**src/rtl/pc_sequencer.sv**
```systemverilog
// rtl/pc_sequencer.sv - program counter owner and jump-handshake initiator
module pc_sequencer #(
   parameter int                PC_WIDTH = 32,
   parameter logic [PC_WIDTH-1:0] RESET_PC = '0,
   parameter int                TIMEOUT  = 15
) (
   input  logic                clk,
   input  logic                rst,
   // retire interface from the control FSM
   input  logic                instr_done,
   input  logic                is_jump,
   // jump unit handshake
   output logic                jmp_en,
   output logic [PC_WIDTH-1:0] jmp_pc,
   input  logic [PC_WIDTH-1:0] jmp_target,
   input  logic                jmp_done,
   // fetch interface
   output logic [PC_WIDTH-1:0] pc,
   output logic                pc_valid,
   output logic                fault
);

   // Counter only has to reach TIMEOUT-1, so it can never overflow.
   localparam int CNT_W = (TIMEOUT <= 2) ? 1 : $clog2(TIMEOUT);
   localparam logic [CNT_W-1:0] CNT_LAST = CNT_W'(TIMEOUT - 1);

   typedef enum logic [1:0] {
      S_RUN   = 2'd0,
      S_REQ   = 2'd1,
      S_WAIT  = 2'd2,
      S_FAULT = 2'd3
   } state_t;

   state_t              state, state_n;
   logic [PC_WIDTH-1:0] pc_n;
   logic [PC_WIDTH-1:0] jmp_pc_n;
   logic                pc_valid_n;
   logic                jmp_en_n;
   logic                fault_n;
   logic [CNT_W-1:0]    cnt, cnt_n;

   // State and all output registers; reset overrides every state.
   always_ff @(posedge clk) begin
      if (rst) begin
         state    <= S_RUN;
         pc       <= RESET_PC;
         pc_valid <= 1'b0;
         jmp_en   <= 1'b0;
         jmp_pc   <= '0;
         fault    <= 1'b0;
         cnt      <= '0;
      end else begin
         state    <= state_n;
         pc       <= pc_n;
         pc_valid <= pc_valid_n;
         jmp_en   <= jmp_en_n;
         jmp_pc   <= jmp_pc_n;
         fault    <= fault_n;
         cnt      <= cnt_n;
      end
   end

   // Next-state and next-output decode; jmp_en defaults low so it is a one-cycle pulse.
   always_comb begin
      state_n    = state;
      pc_n       = pc;
      pc_valid_n = pc_valid;
      jmp_en_n   = 1'b0;
      jmp_pc_n   = jmp_pc;
      fault_n    = fault;
      cnt_n      = cnt;

      case (state)
         S_RUN: begin
            // pc is usable whenever we are running and not handing off to the jump unit
            pc_valid_n = 1'b1;
            if (instr_done) begin
               if (is_jump) begin
                  jmp_pc_n   = pc;
                  jmp_en_n   = 1'b1;
                  pc_valid_n = 1'b0;
                  state_n    = S_REQ;
               end else begin
                  pc_n = pc + PC_WIDTH'(1);
               end
            end
         end

         S_REQ: begin
            // one-cycle slot that lets the jump unit see jmp_en before we sample jmp_done
            pc_valid_n = 1'b0;
            cnt_n      = '0;
            state_n    = S_WAIT;
         end

         S_WAIT: begin
            pc_valid_n = 1'b0;
            if (jmp_done) begin
               // a target equal to the jump's own PC means "fall through"; never self-loop
               state_n    = S_RUN;
               pc_valid_n = 1'b1;
               if (jmp_target == jmp_pc) begin
                  pc_n = jmp_pc + PC_WIDTH'(1);
               end else begin
                  pc_n = jmp_target;
               end
            end else if (cnt == CNT_LAST) begin
               state_n = S_FAULT;
               fault_n = 1'b1;
            end else begin
               cnt_n = cnt + CNT_W'(1);
            end
         end

         S_FAULT: begin
            // frozen until reset
            pc_valid_n = 1'b0;
            fault_n    = 1'b1;
         end

         default: begin
            state_n    = S_RUN;
            pc_valid_n = 1'b0;
         end
      endcase
   end

endmodule

```
**config.mk**
```make
export PLATFORM = sky130hd
export DESIGN_NAME = pc_sequencer
export DESIGN_NICKNAME = d
export VERILOG_FILES = /design/src/rtl/pc_sequencer.sv
export SDC_FILE = /design/constraint.sdc
export NUM_CORES = 1
export LEC_CHECK = 0
export CAP_MARGIN = 30
export CELL_PAD_IN_SITES_DETAIL_PLACEMENT = 0
export CELL_PAD_IN_SITES_GLOBAL_PLACEMENT = 1
export CORE_UTILIZATION = 38
export DETAILED_ROUTE_END_ITERATION = 6
export PLACE_DENSITY = 0.81
export SYNTH_ARGS = -nofsm -noshare
export SYNTH_HDL_FRONTEND = slang
export SYNTH_SLANG_ARGS = --single-unit
```
**constraint.sdc**
```tcl
create_clock -name clk -period 2.92 [get_ports clk]
set_input_delay 0.584 -clock clk [delete_from_list [all_inputs] [get_ports clk]]
set_output_delay 0.584 -clock clk [all_outputs]
set_load 0.02 [all_outputs]
```
==> impl_summary.md <==
Setup path
Along the worst path, the maximum fanout reaches 13. The end of the worst register-to-register path is state[1]$_SDFFE_PP0P_. By instance count, the cell type seen most on the critical path is sky130_fd_sc_hd__inv_1. The maximum cell stage delay along the critical path is about 430 ps. Traced cell by cell, the critical path runs through inv_1, ha_1, inv_1, nor2_1, and2_1, a211oi_1, o211ai_1, a21oi_1. The number of cells traversed by the worst register-to-register path is 8. The slowest cell on the critical path is sky130_fd_sc_hd__a211oi_1. STA classifies the critical path startpoint as a register. For the worst setup path, the data required time is 3200 ps. The critical path endpoint category is a register. In this run the critical register-to-register path is launched from state[0]$_SDFFE_PP0P_. The kind of critical path is register to register. Data arrives at the worst endpoint at ~2800 ps. For flop-to-flop paths, the worst setup slack is ~390 ps.

CTS
After clock tree synthesis, the repair step resized 0 gates. The clock net sink count is 73. Counting the buffers created by CTS gives 9. Once the clock tree was built, the setup fixing pass inserted 0 buffers. The tree is rooted in a sky130_fd_sc_hd__clkbuf_16.

The CTS tree is yes. The number of buffers inserted by hold repair at cts is 0. The worst-case clock buffer depth is 2.

CTS built an H-tree with a depth of 3. After clock tree synthesis, the clock-pin slew on the worst setup and hold paths is 60 ps. The clock latency on the worst-skew pair is 350 ps.

Logic synthesis
After Yosys synthesis, and, or, nand and nor cells account for 29.4% of the synthesized area. The most common cell in the netlist is sky130_fd_sc_hd__nand2_1. The parity-gate share of the synthesized area counting xor and xnor cells is between 10% and 20%. In the synthesized netlist, the cells that appear most often are sky130_fd_sc_hd__nand2_1, sky130_fd_sc_hd__dfxtp_1, sky130_fd_sc_hd__a21oi_1, sky130_fd_sc_hd__nor2_1, sky130_fd_sc_hd__xor2_1.

The share of the yosys chip area belonging to registers is ~30%. Yosys printed 0 warnings. Counting flops with a built-in enable in the synthesized netlist gives 0. In this run, synthesis produced a sequential element count of 73.

For this run, the leading register cell type out of synthesis is sky130_fd_sc_hd__dfxtp_1. In this run, distinct cell masters in the synthesized netlist total 65. The fraction of synthesized area in multiplexers is under 10%. By area, the combinational part of the netlist is dominated by simple AND/OR/NAND/NOR gates. After Yosys synthesis, full adders, half adders and majority gates account for under 10% of the synthesized area. Synthesis produced 650 cells.

The fraction of registers with async set or reset after synthesis is 0%. The synthesized cell area is slightly below 5000 um^2. The number of nets in the synthesized netlist is around 700. Sorting the synthesized cells by area gives the leading types as sky130_fd_sc_hd__dfxtp_1, sky130_fd_sc_hd__nand2_1, sky130_fd_sc_hd__a21oi_1.

The cell taking the most area after synthesis is sky130_fd_sc_hd__dfxtp_1. The synthesized netlist devotes about a fifth of its cell area to compound gates. The per-instance average area after synthesis is roughly 7.6 um^2. Summed over its instances, the top area cell type makes up between 20 and 30% of the synthesized netlist area.

Timing
The aggregate negative setup slack is 0 ps. Setup violations remaining at the end of the flow were counted as 0. The highest attainable clock frequency is about 390 MHz. Across all hold checks on the routed design, the worst slack comes to approximately 500 ps.

Setup repair after global routing left no endpoint under its margin. The worst path in the final design needs a cycle of around 2500 ps, including I/O delays and setup. The final number of max-transition violations came to 0. The hold violation total from the final report is 0. The clock arrives with 5.67 ps of skew. Headroom to the max-slew limit came out at between 60 and 70%.

The transition time at the pin with the least slew margin is roughly 520 ps. The fraction of the cycle the final worst path needs is 86.8%.

Layout
The number of antenna diodes in the final layout is 0. The proportion of layout cells with a drive suffix above 1 is 9.44%. The layout overhead on the synthesized area is 32.9%. The combined area of the multi-input logic cells is roughly 3300 um^2. Across the whole layout, storage elements account for between 1000 and 1500 um^2.

The number of inserted filler cells in the final layout is 1268. Once layout is done, the placed cells without fillers occupy 6570 um^2. The net count of the finished layout is ~810.

Floorplanning
The die covers 13500 um^2. The vertical extent of the die is 116 um. The number of top-level pins is 104. The floorplan has 41 rows. The core area is 12700 um^2. The initial utilization of the core area, before any placement, comes to about two fifths. Measured along the x axis, the die boundary spans roughly 120 um.

Power and ir drop
The internal power of the cells totals ~1.8 mW. The switching share of total power is between 20 and 30%. In this run, the clock network consumes around 40% of the power. The total power divided by cell area is 383 nW/um^2. The portion of total power attributed to combinational logic is a little under a fifth.

The net switching power is 0.738 mW. The maximum VDD drop is between 0.3 and 0.4 mV. The analysis attributes to cell leakage a power of 2.31 nW.

The sequential group share of total power is between 40% and 50%.

Min path
The worst hold endpoint is jmp_pc[17]$_SDFFE_PP0P_. The worst hold path class is register to register. The number of instances on the worst hold path is 2. The start point of the worst min-delay path is jmp_pc[17]$_SDFFE_PP0P_.

Routing
The detail route stage leaves a number of antenna-violating nets equal to 0. The detailed router placed approximately 5400 vias in this run. After detailed routing, the average wire length per cell comes to 19.6 um. The first-iteration detailed-routing DRC count is around 450.

The sum of routed wire length over all layers is 18400 um. The number of detailed-route iterations in the first pass is 5. After detailed routing, the number of remaining DRC violations is 0. The routed via count divided by cell count is 5.80.

GRT
Global routing consumed, over all layers together, 28.8% of the routing resources. The remaining global-route overflow is 0. The first-pass GRT wire length is slightly below 30000 um.

The initial antenna violation count came to 0. Entering global routing, the biggest net connects 32 pins. The via count of the first global-routing pass is roughly 5200.

Status
The run finished with clean final reports.

Placement
The congestion estimate from routability-driven global placement came to approximately 0.95. The area after detailed placement is around 6300 um^2. The detailed placement HPWL is about 14000 um.

In this run the tool buffered the top-level ports with 103 buffer cells.

Run
Max-cap violations in this run came to 0.
worst max-delay path, delay by kind of cell (launching register included):
kind | cells | cell delay (ps)
DFF | 1 | 410
and+or+nand+nor | 2 | 410
buffers and inverters | 2 | 520
adders and majority gates | 1 | 370
AOI/OAI and AO/OA | 3 | 750
worst max path at each step:
stage / slack, ps / end / from / depth (start not counted)
after floorplan: 670 / pc[31]$_SDFFE_PP0P_ / pc[9]$_SDFFE_PP0P_ / 8
after global placement: 120 / pc[10]$_SDFFE_PP0P_ / jmp_target[21] / 8
after detailed placement: 70 / pc[3]$_SDFFE_PP0P_ / jmp_target[21] / 9
after CTS: 390 / state[1]$_SDFFE_PP0P_ / state[0]$_SDFFE_PP0P_ / 8
after global routing: 160 / state[0]$_SDFFE_PP0P_ / state[0]$_SDFFE_PP0P_ / 8
final: 390 / state[1]$_SDFFE_PP0P_ / state[0]$_SDFFE_PP0P_ / 8
power by group through the flow:
stage                     sequential (mW)  combinational [mW]  clock, mW
after floorplan                      1.08               0.221          0
after global placement               1.07               0.449          0
after detailed placement             1.07               0.455          0
after CTS                            1.05               0.457       1.03
after global routing                 1.05               0.496       1.07
final                                1.05               0.460       1.01
stage by stage:
stage	setup WS [ps]	power [mW]	cells	utilization [%]
final	385	2.52	935	51.8
after global routing	157	2.62	935	51.8
after CTS	392	2.53	935	51.8
after detailed placement	66.2	1.52	922	49.8
after global placement	118	1.52	922	49.8
after floorplan	667	1.30	650	-
sequential cells by signal, summed over array words and instances (netlist names):
signal,cells
jmp_pc,32
cnt,4
pc,32
state,2
pc_valid,1
fault,1
jmp_en,1
metal layers:
| metal | wire length [um] | GRT usage (%) |
|---|---|---|
| met2 | 8540 | 46.3 |
| met4 | 569 | 11.5 |
| met1 | 8200 | 37.7 |
| met5 | 0 | 0 |
| met3 | 1060 | 5.70 |
cells in the final DEF, fill, tap and decap left out, drive strengths merged, types with 3 or more instances in the layout:
master           n
inv              7
nor2            44
xnor2           27
a211o            3
o211ai           5
nand2          108
o21ai           24
nor3            18
mux2i           15
nor4            16
ha              10
or3              4
buf             43
a31oi           15
a41oi            3
a2111oi          3
nand4           21
and3             8
nor2b            5
a211oi           5
clkdlybuf4s50  102
o22ai            7
a31o             3
o21bai           3
xor2            36
dfxtp           73
nand3           34
and2             5
clkbuf          12
a21oi           65
and4             9
cell families (layout without fill, tap and decap cells):
family / after synthesis / after routing
AO/OA/AOI/OAI: 156 / 156
XOR/XNOR: 63 / 63
adder cells (fa/ha/maj): 10 / 10
buffers and inverters: 52 / 165
flip-flops: 73 / 73
multiplexers: 16 / 16
AND/OR/NAND/NOR: 280 / 280
final cells by class:
type | instances | area share (%)
inverters | 7 | 0.400
flip-flops and latches | 73 | 22.3
clock buffers | 12 | 3.75
well taps | 172 | 3.28
multi-input cells | 525 | 49.6
repair buffers | 145 | 20.6
clock inverters | 1 | 0.0762
Note: power is estimated with default switching activity, not from simulation.
